==> src/rtl/gt_link_sequencer_if.sv <==
// ----------------------------------------------------------------------------
// gt_link_sequencer_if
//   User-side payload bundle of the GT link sequencer.
//   tx_data  : 16-bit user payload toward the lane
//   tx_valid : payload valid
//   tx_ready : sequencer accepts payload this cycle (tx_valid & tx_ready)
//   rx_data  : 16-bit received word, registered
//   rx_valid : rx_data holds payload (link up, no K characters)
//   modport master : user logic side
//   modport slave  : sequencer side
// ----------------------------------------------------------------------------
interface gt_link_sequencer_if;
  logic [15:0] tx_data;
  logic        tx_valid;
  logic        tx_ready;
  logic [15:0] rx_data;
  logic        rx_valid;

  modport master (
    output tx_data,
    output tx_valid,
    input  tx_ready,
    input  rx_data,
    input  rx_valid
  );

  modport slave (
    input  tx_data,
    input  tx_valid,
    output tx_ready,
    output rx_data,
    output rx_valid
  );
endinterface

==> src/rtl/gt_link_sequencer.sv <==
// ----------------------------------------------------------------------------
// gt_link_sequencer
//   Link bring-up and TX slot scheduler for one 16-bit 8b/10b GT lane.
//   Drives comma realignment, waits a blind period once the GT reports
//   alignment, then verifies that the IDLE comma lands in the upper byte.
//   While up, slot 0 of every g_IDLE_PERIOD slots carries IDLE for clock
//   correction and the other slots carry user payload. Alignment loss, RX
//   buffer over/underflow or a comma in the wrong byte counts an error and
//   retrains.
//
//   Optional feature macro: GT_LINK_SEQ_RETRY_LIMIT_EN
//     defined   : g_MAX_RETRIES consecutive alignment timeouts -> FAULT
//     undefined : ALIGN retries forever, FAULT is unreachable
//
// Ports
//   usrclk_i        GT user clock, the only clock
//   rst_i           synchronous reset, active high
//   en_i            link enable, low forces OFF
//   usr_if          user payload bundle (tx_data/tx_valid/tx_ready,
//                   rx_data/rx_valid); tx_ready is combinational
//   tx_data_o       to GT txdata
//   tx_k_o          to GT txcharisk
//   rx_data_i       from GT rxdata
//   rx_k_i          from GT rxcharisk
//   rx_aligned_i    GT byte-alignment indication
//   rx_bufstatus_i  GT rxbufstatus, bit 2 = over/underflow
//   rx_realign_o    comma realign enable to GT
//   link_up_o       high while in UP
//   state_o         current FSM state
//   err_cnt_o       saturating link error count
// ----------------------------------------------------------------------------
module gt_link_sequencer #(
  parameter logic [15:0] g_IDLE          = 16'hbc95,
  parameter int unsigned g_IDLE_PERIOD   = 193,
  parameter int unsigned g_BLIND_PERIOD  = 10,
  parameter int unsigned g_ALIGN_TIMEOUT = 1023,
  parameter int unsigned g_MAX_RETRIES   = 7
) (
  input  logic                 usrclk_i,
  input  logic                 rst_i,
  input  logic                 en_i,
  gt_link_sequencer_if.slave   usr_if,
  output logic [15:0]          tx_data_o,
  output logic [1:0]           tx_k_o,
  input  logic [15:0]          rx_data_i,
  input  logic [1:0]           rx_k_i,
  input  logic                 rx_aligned_i,
  input  logic [2:0]           rx_bufstatus_i,
  output logic                 rx_realign_o,
  output logic                 link_up_o,
  output logic [2:0]           state_o,
  output logic [15:0]          err_cnt_o
);

  localparam int unsigned SLOT_W  = $clog2(g_IDLE_PERIOD);
  localparam int unsigned TMO_W   = $clog2(g_ALIGN_TIMEOUT + 1);
  localparam int unsigned BLIND_W = $clog2(g_BLIND_PERIOD + 1);

  localparam logic [SLOT_W-1:0]  SLOT_LAST  = SLOT_W'(g_IDLE_PERIOD - 1);
  // The timeout fires on the cycle the counter would reach g_ALIGN_TIMEOUT,
  // so realign drops exactly g_ALIGN_TIMEOUT cycles after entering ALIGN.
  localparam logic [TMO_W-1:0]   TMO_LAST   = TMO_W'(g_ALIGN_TIMEOUT - 1);
  localparam logic [BLIND_W-1:0] BLIND_LAST = BLIND_W'(g_BLIND_PERIOD);

  typedef enum logic [2:0] {
    ST_OFF   = 3'd0,
    ST_ALIGN = 3'd1,
    ST_BLIND = 3'd2,
    ST_CHECK = 3'd3,
    ST_UP    = 3'd4,
    ST_FAULT = 3'd5
  } state_t;

  // Saturating increment of the 16-bit error counter.
  function automatic logic [15:0] sat_inc16(input logic [15:0] val);
    if (val == 16'hFFFF) begin
      sat_inc16 = val;
    end else begin
      sat_inc16 = val + 16'd1;
    end
  endfunction

  state_t               state_q, state_d, fsm_next_s;
  logic [SLOT_W-1:0]    slot_q, slot_d;
  logic [TMO_W-1:0]     tmo_q, tmo_d;
  logic [BLIND_W-1:0]   blind_q, blind_d;
  logic [15:0]          err_q, err_d;
  logic                 realign_q, realign_d;
  logic [15:0]          tx_data_q, tx_data_d;
  logic [1:0]           tx_k_q, tx_k_d;
  logic [15:0]          rx_data_q, rx_data_d;
  logic                 rx_valid_q, rx_valid_d;
  logic                 link_up_q, link_up_d;
  logic                 err_inc_s;
  logic                 tmo_pulse_s;
  logic                 tx_ready_s;
  logic                 tx_accept_s;
  logic                 unused_s;

`ifdef GT_LINK_SEQ_RETRY_LIMIT_EN
  localparam int unsigned          RETRY_W    = $clog2(g_MAX_RETRIES + 1);
  localparam logic [RETRY_W-1:0]   RETRY_LAST = RETRY_W'(g_MAX_RETRIES - 1);
  logic [RETRY_W-1:0] retry_q, retry_d, retry_next_s;
  assign unused_s = ^rx_bufstatus_i[1:0];
`else
  assign unused_s = ^{rx_bufstatus_i[1:0], (g_MAX_RETRIES == 32'd0)};
`endif

  // Link FSM next state, phase counters and error detection.
  always_comb begin
    fsm_next_s  = state_q;
    tmo_d       = {TMO_W{1'b0}};
    blind_d     = {BLIND_W{1'b0}};
    err_inc_s   = 1'b0;
    tmo_pulse_s = 1'b0;
`ifdef GT_LINK_SEQ_RETRY_LIMIT_EN
    retry_next_s = retry_q;
`endif
    case (state_q)
      ST_OFF: begin
        if (en_i) begin
          fsm_next_s = ST_ALIGN;
        end else begin
          fsm_next_s = ST_OFF;
        end
      end
      ST_ALIGN: begin
        if (rx_aligned_i) begin
          fsm_next_s = ST_BLIND;
        end else if (tmo_q == TMO_LAST) begin
          // Restart alignment: realign drops for one cycle, counter rewinds.
          tmo_pulse_s = 1'b1;
`ifdef GT_LINK_SEQ_RETRY_LIMIT_EN
          retry_next_s = retry_q + 1'b1;
          if (retry_q == RETRY_LAST) begin
            fsm_next_s = ST_FAULT;
          end else begin
            fsm_next_s = ST_ALIGN;
          end
`else
          fsm_next_s = ST_ALIGN;
`endif
        end else begin
          tmo_d = tmo_q + 1'b1;
        end
      end
      ST_BLIND: begin
        if (!rx_aligned_i) begin
          fsm_next_s = ST_ALIGN;
        end else if (blind_q >= BLIND_LAST) begin
          // This cycle is aligned cycle number g_BLIND_PERIOD+1.
          fsm_next_s = ST_CHECK;
        end else begin
          blind_d = blind_q + 1'b1;
        end
      end
      ST_CHECK: begin
        if ((rx_k_i == 2'b10) && (rx_data_i == g_IDLE)) begin
          fsm_next_s = ST_UP;
        end else if ((rx_k_i == 2'b01) && (rx_data_i[7:0] == g_IDLE[15:8])) begin
          // Comma landed in the low byte: byte order is swapped.
          err_inc_s  = 1'b1;
          fsm_next_s = ST_ALIGN;
        end else begin
          fsm_next_s = ST_CHECK;
        end
      end
      ST_UP: begin
        // rx_k_i[0] set means a K character in the low byte (01 or 11).
        if (!rx_aligned_i || rx_bufstatus_i[2] || rx_k_i[0]) begin
          err_inc_s  = 1'b1;
          fsm_next_s = ST_ALIGN;
        end else begin
          fsm_next_s = ST_UP;
        end
      end
      ST_FAULT: begin
        fsm_next_s = ST_FAULT;
      end
      default: begin
        fsm_next_s = ST_OFF;
      end
    endcase
  end

  // Enable override, registered-output next values and slot counter.
  always_comb begin
    state_d   = en_i ? fsm_next_s : ST_OFF;
    realign_d = (state_d == ST_ALIGN) && !tmo_pulse_s;
    link_up_d = (state_d == ST_UP);
    if (err_inc_s && en_i) begin
      err_d = sat_inc16(err_q);
    end else begin
      err_d = err_q;
    end
`ifdef GT_LINK_SEQ_RETRY_LIMIT_EN
    if ((state_d == ST_UP) || (state_d == ST_OFF)) begin
      retry_d = {RETRY_W{1'b0}};
    end else begin
      retry_d = retry_next_s;
    end
`endif
    if (!en_i) begin
      slot_d = {SLOT_W{1'b0}};
    end else if (slot_q == SLOT_LAST) begin
      slot_d = {SLOT_W{1'b0}};
    end else begin
      slot_d = slot_q + 1'b1;
    end
  end

  assign tx_ready_s   = (state_q == ST_UP) && (slot_q != {SLOT_W{1'b0}});
  assign tx_accept_s  = tx_ready_s && usr_if.tx_valid;
  assign usr_if.tx_ready = tx_ready_s;

  // TX word selection and RX capture.
  always_comb begin
    if (tx_accept_s) begin
      tx_data_d = usr_if.tx_data;
      tx_k_d    = 2'b00;
    end else begin
      tx_data_d = g_IDLE;
      tx_k_d    = 2'b10;
    end
    rx_data_d  = rx_data_i;
    rx_valid_d = (state_q == ST_UP) && (rx_k_i == 2'b00);
  end

  // State and output registers with synchronous reset.
  always_ff @(posedge usrclk_i) begin
    if (rst_i) begin
      state_q    <= ST_OFF;
      slot_q     <= {SLOT_W{1'b0}};
      tmo_q      <= {TMO_W{1'b0}};
      blind_q    <= {BLIND_W{1'b0}};
      err_q      <= 16'd0;
      realign_q  <= 1'b0;
      tx_data_q  <= g_IDLE;
      tx_k_q     <= 2'b10;
      rx_data_q  <= 16'd0;
      rx_valid_q <= 1'b0;
      link_up_q  <= 1'b0;
`ifdef GT_LINK_SEQ_RETRY_LIMIT_EN
      retry_q    <= {RETRY_W{1'b0}};
`endif
    end else begin
      state_q    <= state_d;
      slot_q     <= slot_d;
      tmo_q      <= tmo_d;
      blind_q    <= blind_d;
      err_q      <= err_d;
      realign_q  <= realign_d;
      tx_data_q  <= tx_data_d;
      tx_k_q     <= tx_k_d;
      rx_data_q  <= rx_data_d;
      rx_valid_q <= rx_valid_d;
      link_up_q  <= link_up_d;
`ifdef GT_LINK_SEQ_RETRY_LIMIT_EN
      retry_q    <= retry_d;
`endif
    end
  end

  assign state_o         = state_q;
  assign tx_data_o       = tx_data_q;
  assign tx_k_o          = tx_k_q;
  assign rx_realign_o    = realign_q;
  assign link_up_o       = link_up_q;
  assign err_cnt_o       = err_q;
  assign usr_if.rx_data  = rx_data_q;
  assign usr_if.rx_valid = rx_valid_q;

endmodule

==> src/flat_wrapper.sv <==
// flat-port wrapper written by rule: the top's interface ports become plain ports
module gt_link_sequencer_flat 
#(
  parameter logic [15:0] g_IDLE          = 16'hbc95,
  parameter int unsigned g_IDLE_PERIOD   = 193,
  parameter int unsigned g_BLIND_PERIOD  = 10,
  parameter int unsigned g_ALIGN_TIMEOUT = 1023,
  parameter int unsigned g_MAX_RETRIES   = 7
)
  (usrclk_i, rst_i, en_i, tx_data_o, tx_k_o, rx_data_i, rx_k_i, rx_aligned_i, rx_bufstatus_i, rx_realign_o, link_up_o, state_o, err_cnt_o, usr_if_tx_data, usr_if_tx_valid, usr_if_tx_ready, usr_if_rx_data, usr_if_rx_valid);
  gt_link_sequencer_if usr_if_i ();
  input  logic usrclk_i;
  input  logic rst_i;
  input  logic en_i;
  output logic [15:0] tx_data_o;
  output logic [1:0] tx_k_o;
  input  logic [15:0] rx_data_i;
  input  logic [1:0] rx_k_i;
  input  logic rx_aligned_i;
  input  logic [2:0] rx_bufstatus_i;
  output logic rx_realign_o;
  output logic link_up_o;
  output logic [2:0] state_o;
  output logic [15:0] err_cnt_o;
  input wire logic [$bits(usr_if_i.tx_data)-1:0] usr_if_tx_data;
  input wire logic [$bits(usr_if_i.tx_valid)-1:0] usr_if_tx_valid;
  output wire logic [$bits(usr_if_i.tx_ready)-1:0] usr_if_tx_ready;
  output wire logic [$bits(usr_if_i.rx_data)-1:0] usr_if_rx_data;
  output wire logic [$bits(usr_if_i.rx_valid)-1:0] usr_if_rx_valid;
  assign usr_if_i.tx_data = usr_if_tx_data;
  assign usr_if_i.tx_valid = usr_if_tx_valid;
  assign usr_if_tx_ready = usr_if_i.tx_ready;
  assign usr_if_rx_data = usr_if_i.rx_data;
  assign usr_if_rx_valid = usr_if_i.rx_valid;
  gt_link_sequencer #(.g_IDLE(g_IDLE), .g_IDLE_PERIOD(g_IDLE_PERIOD), .g_BLIND_PERIOD(g_BLIND_PERIOD), .g_ALIGN_TIMEOUT(g_ALIGN_TIMEOUT), .g_MAX_RETRIES(g_MAX_RETRIES)) u_core (.usrclk_i(usrclk_i), .rst_i(rst_i), .en_i(en_i), .usr_if(usr_if_i), .tx_data_o(tx_data_o), .tx_k_o(tx_k_o), .rx_data_i(rx_data_i), .rx_k_i(rx_k_i), .rx_aligned_i(rx_aligned_i), .rx_bufstatus_i(rx_bufstatus_i), .rx_realign_o(rx_realign_o), .link_up_o(link_up_o), .state_o(state_o), .err_cnt_o(err_cnt_o));
endmodule
==> config.mk <==
export PLATFORM = sky130hd
export DESIGN_NAME = gt_link_sequencer_flat
export DESIGN_NICKNAME = d
export VERILOG_FILES = /design/src/rtl/gt_link_sequencer_if.sv /design/src/rtl/gt_link_sequencer.sv /design/src/flat_wrapper.sv
export SDC_FILE = /design/constraint.sdc
export NUM_CORES = 1
export LEC_CHECK = 0
export CORE_ASPECT_RATIO = 0.7
export CORE_MARGIN = 4
export CORE_UTILIZATION = 27
export DETAILED_ROUTE_END_ITERATION = 8
export DONT_BUFFER_PORTS = 1
export PLACE_DENSITY = 0.42
export SYNTH_ARGS = -nofsm -noshare
export SYNTH_HDL_FRONTEND = slang
export SYNTH_SLANG_ARGS = --single-unit
==> constraint.sdc <==
create_clock -name usrclk_i -period 2.7 [get_ports usrclk_i]
set_input_delay 0.405 -clock usrclk_i [delete_from_list [all_inputs] [get_ports usrclk_i]]
set_output_delay 0.405 -clock usrclk_i [all_outputs]
set_load 0.01 [all_outputs]
# Word-level counts from Yosys, hierarchy flattened
# Index checks and enable logic that the tools add are counted.
# Widths: inputs -> output; s select.
# word_totals
output_inout_bits	57
elab_cells	72
ff_bits	78
input_bits	42
# classes
addsub	4
reduce_logical	19
n_bitwise	6
n_lt_le_gt_ge	1
muxes	17
n_eq_ne	14
# op_table
op	n
$eq 16x16->1 const B	2
$mux 3	7
$pmux 3 s6	1
$add 16x1->16 const B	1
$eq 8x8->1 const B	2
$add 10x1->10 const B	1
$eq 10x10->1 const B	1
$eq 3x3->1 const B	3
$add 8x1->8 const B	1
$reduce_bool 8->1	1
$reduce_or 4->1	2
$logic_and 1x1->1	7
$eq 3x1->1 const B	2
$eq 3x2->1 const B	2
$mux 1	6
$not 1->1	6
$add 4x1->4 const B	1
$ge 4x4->1 const B	1
$mux 2	2
$logic_not 3->1	1
$reduce_or 3->1	1
$eq 2x1->1 const B	1
$eq 2x2->1 const B	1
$logic_not 1->1	2
other kinds (5)	6

# Depth between registers and ports, before layout
# Gate-level depths: netlist of the first run.
# depth
word_depth	8
depth_mapped	8
depth_no_buf	6

# Least setup slack after synthesis of the first run
# No wires, ideal clock.
# synth_timing
path_type	register -> register
startpoint	register u_core.err_q[0] (netlist: u_core.err_cnt_o[0])
endpoint	register u_core.err_q[13] (netlist: u_core.err_cnt_o[13])
path_slack_ns	0.721
setup_ns	0.123
arrival_ns	1.856
path_buffers	0
required_ns	2.577
period_less_slack_ns	1.979
stages_incl_launch_ff	7
path_cell_list	dfxtp_1 -> ha_1 -> nand3_2 -> or4_1 -> nand4b_2 -> nor4b_4 -> mux2_1
# synth_between
elab_chain_len	3
elab_cells_between_ends	4
classes_between	add/sub (1); eq/ne (1); bitwise (1); reduce/logical (1)
# synth_lines
element	line_no	source
from (decl)	gt_link_sequencer.sv:87	logic [15:0] err_q, err_d;
from (signal assigned)	gt_link_sequencer.sv:251	err_q <= err_d;
parallel branches: the longest is 3 deep, another holds $add 16x1->16	n/a	
# Several ways; the timed one is not identified.
# A chain may end at the register's enable or synchronous reset.

# Worst setup path in the final report of the first run
# layout_timing
startpoint	register u_core.state_q[0] (netlist: u_core.state_o[0])
endpoint	register u_core.err_q[14] (netlist: u_core.err_cnt_o[14])
# layout_between
elab_chain_len	4
elab_cells_between_ends	5
classes_between	eq/ne (2); mux (1); reduce/logical (2)
# layout_lines
element	line_no	source
from (decl)	gt_link_sequencer.sv:83	state_t state_q, state_d, fsm_next_s;
from (signal assigned)	gt_link_sequencer.sv:247	state_q <= state_d;
$eq 3x3->1 / $eq 3x2->1 (equally long branches)	gt_link_sequencer.sv:119	case (state_q)
$pmux 1 s2 *	gt_link_sequencer.sv:119	
$logic_and 1x1->1 *	gt_link_sequencer.sv:191	if (err_inc_s && en_i) begin
$reduce_and 2->1 (no line) *	n/a	
# Mark *: on every way between the ends. The rest lies on a longest branch, timed or not.

==> key figures, run 1 <==
Clocking
  – Hold_buf cts: 0
  – Clk sinks: 77
  – Root Buffer: clkbuf_16
  – Worst-path clk slew: 0.06 ns
  – Post-CTS setup buffer count: 0
  – Clock Latency Late Sink: 0.34 ns
  – Htree depth: 3
  – CTS tree: yes
  – CTS Buffer Depth: 2
  – CTS Buf Count: 9
  – PostCTS Resize Cnt: 0

Synth
  – Post-Synth Simple-Gate Area: 29.38%
  – Mux cell area share after synthesis: under 10%
  – Avg Cell Area, Syn: approximately 9.8 sq um
  – Syn_nets: 371
  – Complex-gate fraction of the synthesized area: a little under a tenth
  – Post-synth EDFFs: 0
  – Top FF cell, synth: dfxtp_1
  – Post-synthesis sequential area ratio: 48.85%
  – Synth warn: 0
  – Mapped cell area: around 3200 sq um
  – Adder-cell share of the synthesized area: 2.776%
  – Number of synthesized register bits: 77
  – Largest family of logic cells by synthesized area: simple AND/OR/NAND/NOR gates
  – Distinct cells, synth: 51
  – Mapped Cells: approximately 320
  – Synth async-reset ratio: 0%
  – Xor-xnor portion of the synthesized cell area: under 10%

Pwr
  – Leak Pwr: 1.280 nW
  – Sequential fraction of design power: 49.6%
  – Pint: 1.830 mW
  – Clock power frac: between 40 and 50%
  – Total power: around 2.4 mW
  – P_sw: 0.5366 mW
  – P per Cell Area: around 660 nW/um^2
  – Combinational share of power: 1.9%
  – Maximum vdd drop: 0.0003814 V
  – Sw Ratio: 22.67%

Global route
  – Met2 routing resource usage after global routing: 14.88%
  – Largest net degree at the start of global routing: 43
  – GRT overflow: 0
  – First-pass GRT wire length: about 11000 um
  – Initial antenna violation count: 0
  – Most Used Layer, Global Route: met2
  – Global Route Usage Sum: 10.80%
  – M1 GR Usage: between 10% and 20%
  – Vias in the first global route: 2139
  – Met3 usage: 4.592%

Setup path
  – Critical-path cell list: and2b_2, nand2_2, o32a_4, nor4_4, mux2_1
  – CP required: slightly below 3 ns
  – Critical-path top delay cell: o32a_4
  – CP arrival: 2.41 ns
  – CP Launch Type: flip-flop
  – CP Class: reg -> reg
  – R2r startpoint: u_core.state_o[0]
  – Crit-path max FO: 28
  – FF-to-FF setup slack: 0.51 ns
  – Slowest stage delay, CP: ~0.53 ns
  – Reg-to-Reg End: u_core.err_cnt_o[14]
  – Critical Path Sink Type: flip-flop
  – R2R cell count: 5

Route
  – Number of DRC markers in iteration 0: 103
  – TritonRoute pass-1 iters: 4
  – Via density: 4.613
  – Vias: 2219
  – Post-route ant nets: 0
  – Routed WL: 7203 um
  – DRC: 0
  – Routed len/inst: 14.98 um

Outcome
  – Status: completed

STA
  – Clk_skew: ~0.0058 ns
  – RSZ-0062 raised after global routing: false
  – Setup violators final: 0
  – Post-layout min period: 2.194 ns
  – Least-Margin Pin Slew: 0.5086 ns
  – Slew HR: between 60% and 70%
  – Fmax: 0.4557 GHz
  – Slew Viols, Final: 0
  – Final Hold Fails: 0
  – Final worst path period share: 81.27%
  – Setup TNS: 0 ns

Layout
  – Layout cells sized above 1: 10.67%
  – Commonest cells after routing, fill and taps aside: dfxtp_1, nor2_1, nor2b_1
  – Final #Nets: 372
  – Filler Cells Inserted: approximately 1200
  – Syn-to-layout area delta: 13.28%
  – Most common cell after layout, fill and taps aside: dfxtp_1
  – Antenna Cells: 0
  – Final Non-Filler Cells: 481

Min path
  – Hold path endpoint: u_core.usr_if.rx_valid
  – Worst Hold Class: in -> reg
  – Hold_sp: rx_k_i[0]
  – Hold path cells: 1

Floorplan
  – FP Rows: 32
  – Die ar.: roughly 14000 sq um
  – Die Width: 137.2 um
  – I/O pin cnt: 99
  – Core Region: 11210 sq um
  – Die H: 98.45 um
  – Initial Utilization: 28.15%

Job
  – Max Cap Violations: 0

Placed design
  – DP Wirelength: 5215 um
  – Gp weighted congestion: roughly 0.72
  – Placed cells: 465
  – Port-buffer cells: 0
==> Yosys cell counts, types with 3 or more instances <==
cell type	n	area share (%)
o21ai_1	3	0.48
a21oi_1	14	2.2
nor2_1	39	4.6
or4_1	10	2.4
inv_1	11	1.3
and3_1	7	1.4
xnor2_1	5	1.4
dfxtp_1	77	49
nor3_1	3	0.48
or3_1	3	0.59
clkbuf_1	6	0.71
and2_1	10	2.0
o31ai_1	11	2.6
nand2_1	10	1.2
nand3_1	15	2.4
xor2_1	11	3.1
nand2b_1	11	2.2
ha_1	7	2.8
nand4_1	7	1.4
nor2b_1	22	4.4
==> final cells by class <==
class	instances	area (sq um)	share of cell area (%)
Clock buffer	10	239.0	6.685
Clock inverter	6	46.29	1.295
Inverter	11	41.29	1.155
Multi-Input combinational cell	223	1508	42.18
Sequential cell	77	1541	43.12
Tap cell	153	191.4	5.355
Timing Repair Buffer	1	7.507	0.2100
==> sequential cells by signal, indices dropped and copies added, names as in the netlist <==
| name | flops |
|---|---|
| u_core.err_cnt_o | 16 |
| u_core.tx_data_o | 16 |
| u_core.usr_if.rx_data | 16 |
| u_core.tmo_q | 10 |
| u_core.slot_q | 8 |
| u_core.blind_q | 4 |
| u_core.state_o | 3 |
| u_core.link_up_o | 1 |
| u_core.rx_realign_o | 1 |
| u_core.tx_k_o | 1 |
| u_core.usr_if.rx_valid | 1 |
==> worst max path at each step <==
| stage | end | slack, ns | startpoint |
|---|---|---|---|
| 3_3_place_gp | u_core.err_cnt_o[13] | 0.56 | u_core.err_cnt_o[0] |
| 4_1_cts | u_core.err_cnt_o[13] | 0.51 | u_core.err_cnt_o[0] |
| 6_report | u_core.err_cnt_o[14] | 0.51 | u_core.state_o[0] |
| 5_1_grt | u_core.err_cnt_o[13] | 0.36 | u_core.err_cnt_o[0] |
| 3_5_place_dp | u_core.err_cnt_o[13] | 0.52 | u_core.err_cnt_o[0] |
| 2_1_floorplan | u_core.err_cnt_o[13] | 0.72 | u_core.err_cnt_o[0] |
==> power groups by stage <==
stage	Combinational, mW	Sequential (mW)	Clock, mW
2_1_floorplan	0.0485	1.19	0
3_3_place_gp	0.0460	1.20	0
3_5_place_dp	0.0467	1.20	0
4_1_cts	0.0469	1.17	1.19
5_1_grt	0.0531	1.17	1.23
6_report	0.0461	1.17	1.15
==> stage by stage <==
step | util (%) | worst slack, ns | hold WS (ns) | cell area [sq um]
2_1_floorplan | - | 0.7210 | 0.4297 | 3156
3_3_place_gp | 29.34 | 0.5596 | 0.4507 | 3289
3_5_place_dp | 29.34 | 0.5241 | 0.4595 | 3289
4_1_cts | 31.89 | 0.5108 | 0.1225 | 3575
5_1_grt | 31.89 | 0.3606 | 0.1270 | 3575
6_report | 31.89 | 0.5057 | 0.1381 | 3575
==> critical path: cells and delay by family (launching register included) <==
kind,cells,cell delay [ns]
simple gates,3,0.68
compound gates,1,0.53
mux,1,0.34
flops,1,0.52
==> metal layers <==
metal / share of wire (%) / routed length (um)
met5: 0 / 0
met4: 1.8 / 132
met3: 8.2 / 591
met2: 41 / 2924
met1: 49 / 3555
==> cells by family (layout without fill, tap and decap cells) <==
group,count (synthesis),in the layout
other,1,1
AND/OR/NAND/NOR,155,155
multiplexers,5,5
adder cells (fa/ha/maj),7,7
XOR/XNOR,16,16
buffers and inverters,22,28
flip-flops,77,77
AO/OA/AOI/OAI,39,39
(Power assumes the default switching activity.)
==> run 2, diff against run 1 <==
Settings changed: ABC_AREA set to 1, PLACE_DENSITY 0.42 to 0.44.
Clock period 2.7 ns to 1.85 ns, I/O delays scaled along.
==> run 2 against run 1 <==
  * Clock power increased by 88%
  * Critical path depth increased by 1
  * Clock skew decreased by 0.0012 ns
  * Sequential share of layout area decreased by 5.2 points
  * Register-to-register slack got worse by 0.30 ns
  * Count of clock-buffer cells in the layout decreased by 1
  * Setup slack got worse by 0.35 ns
  * Critical path type is now reg -> out
  * Critical endpoint is now usr_if_tx_ready
  * Largest power group is now the clock network
==> key figures, run 2 <==
Outcome
  – Status: completed

Clocking
  – CTS tree: yes
  – Post-CTS setup buffer count: 0
  – Htree depth: 3
  – CTS Buf Count: 9
  – Worst-path clk slew: approximately 0.06 ns
  – CTS Buffer Depth: 2
  – Clock Latency Late Sink: between 0.3 and 0.4 ns
  – Root Buffer: clkbuf_16
  – Clk sinks: 77

Route
  – TritonRoute pass-1 iters: 4
  – Vias: approximately 2600
  – Routed len/inst: 12.59 um
  – Post-route ant nets: 0
  – Via density: 4.228
  – Routed WL: 7881 um
  – DRC: 0
  – Number of DRC markers in iteration 0: 70

Min path
  – Hold path endpoint: u_core.link_up_o
  – Hold path cells: 1
  – Worst Hold Class: in -> reg
  – Hold_sp: rst_i

Setup path
  – Critical Path Sink Type: primary output
  – R2r startpoint: u_core.err_cnt_o[1]
  – CP Launch Type: flip-flop
  – CP required: 1.57 ns
  – CP Class: reg -> out
  – Critical-path cell list: inv_1, ha_1, nor3b_2, nand4_1, nand2_1, inv_1
  – Crit-path max FO: 4
  – CP arrival: between 1 and 1.5 ns
  – Slowest stage delay, CP: 0.37 ns
  – Critical path's most frequent cell: inv_1
  – Reg-to-Reg End: u_core.err_cnt_o[12]
  – R2R cell count: 10
  – FF-to-FF setup slack: 0.21 ns
  – Critical-path top delay cell: dfxtp_1

Global route
  – GRT overflow: 0
  – Global Route Usage Sum: a little under an eighth
  – Vias in the first global route: around 2500
  – Initial antenna violation count: 0
  – Largest net degree at the start of global routing: 19
  – First-pass GRT wire length: approximately 13000 um

Synth
  – Mapped cell area: 3314 sq um
  – Post-synth EDFFs: 0
  – Synth top cells by count: nand2_1, dfxtp_1, nor2_1
  – Post-synthesis sequential area ratio: 46.51%
  – Number of synthesized register bits: between 70 and 80
  – Largest cells by area after synthesis: dfxtp_1, nand2_1, nor2_1
  – Top FF cell, synth: dfxtp_1
  – Avg Cell Area, Syn: 7.672 sq um
  – Syn_nets: approximately 480
  – Synth async-reset ratio: 0%
  – Post-synth top area share: a little under half
  – Top cell type by total area after synthesis: dfxtp_1
  – Count leader, synth: nand2_1
  – Mapped Cells: 432
  – Distinct cells, synth: 34
  – Synth warn: 0

Pwr
  – P per Cell Area: between 900 and 1000 nW/um^2
  – Maximum vdd drop: 0.0004668 V
  – Total power: slightly below 4 mW
  – Leak Pwr: 1.691 nW

Layout
  – Filler Cells Inserted: between 1000 and 1500
  – Final Non-Filler Cells: roughly 630
  – Most common cell after layout, fill and taps aside: nand2_1
  – Syn-to-layout area delta: 22.57%
  – Layout cells sized above 1: approximately 17%
  – Final #Nets: ~510
  – Antenna Cells: 0
  – Commonest cells after routing, fill and taps aside: nand2_1, dfxtp_1, nor2_1

STA
  – Final Hold Fails: 0
  – Least-Margin Pin Slew: 1.006 ns
  – Final worst path period share: between 90% and 100%
  – Fmax: 0.5916 GHz
  – Post-layout min period: approximately 1.7 ns
  – Setup TNS: 0 ns
  – Setup violators final: 0
  – Final hold slack: 0.02406 ns
  – Slew Viols, Final: 0
  – Slew HR: 32.73%
  – Clk_skew: 0.004663 ns
  – RSZ-0062 raised after global routing: false

Floorplan
  – Die Width: ~140 um
  – Core Region: 11850 sq um
  – Die ar.: around 14000 sq um
  – Die H: between 100 and 150 um
  – I/O pin cnt: 99
  – Initial Utilization: 27.97%
  – FP Rows: 33

Job
  – Max Cap Violations: 0

Placed design
  – Gp weighted congestion: approximately 0.76
  – Placed cells: 603
  – DP Wirelength: 5809 um
  – Port-buffer cells: 0
run 2: per-stage QoR:
step	worst slack, ns	area, sq um	util, %
global route	0.02759	4063	34.28
finish	0.1597	4063	34.28
detailed placement	0.2240	3617	30.52
floorplan	0.2690	3314	-
global placement	0.2632	3617	30.52
CTS	0.02419	4048	34.16
run 2: area by class of cell:
| class | count | area, sq um | share of cell area [%] |
|---|---|---|---|
| sequential | 77 | 1541 | 37.94 |
| clock inverter | 7 | 145.1 | 3.573 |
| inverter | 65 | 249.0 | 6.129 |
| tap | 157 | 196.4 | 4.835 |
| clock buffer | 9 | 225.2 | 5.544 |
| multi-input combinational | 282 | 1470 | 36.19 |
| timing repair buffer | 29 | 235.2 | 5.790 |
run 2: critical path: cells and delay by family (launching register included):
family | cells | cell delay (ns)
DFF | 1 | 0.37
and+or+nand+nor | 3 | 0.33
adders and majority gates | 1 | 0.20
buffers and inverters | 2 | 0.19
run 2: what timing repair did:
item / CTS / global route
hold buffers: 6 / 1
setup endpoints to repair: 0 / 1
resized for setup: 0 / 1
hold endpoints to repair: 18 / 2
run 2: cells by family after synthesis:
group | count (synthesis) | share of synthesized area, %
other | 1 | 0.1131
AOI/OAI and AO/OA | 30 | 6.115
DFF | 77 | 46.51
adders and majority gates | 7 | 2.642
buffers and inverters | 73 | 9.286
and+or+nand+nor | 225 | 30.31
xor gates and xnor gates | 19 | 5.021
run 2: power by group:
part           internal [mW]  total (mW)  switching (mW)  leakage (nW)
registers               1.68        1.71          0.0229         0.626
clock network           1.46        2.16           0.701         0.177
logic                 0.0378      0.0983          0.0605         0.889
total                   3.18        3.97           0.784          1.69
run 2: per-layer routing:
metal	vias to the layer above	track usage, %	wire length, um
met5	-	0	0
met2	73	16.99	3303
met4	0	4.021	109
met1	1173	15.13	3856
li1	1391	-	-
met3	10	4.836	611
run 2: worst max-delay path by stage:
stage,from,to,depth (start not counted)
floorplan,u_core.err_cnt_o[0],u_core.err_cnt_o[1],11
finish,u_core.slot_q[0],usr_if_tx_ready,6
CTS,u_core.slot_q[0],usr_if_tx_ready,6
detailed placement,u_core.err_cnt_o[0],u_core.err_cnt_o[1],10
global placement,u_core.err_cnt_o[0],u_core.err_cnt_o[1],10
global route,u_core.err_cnt_o[0],u_core.err_cnt_o[11],10
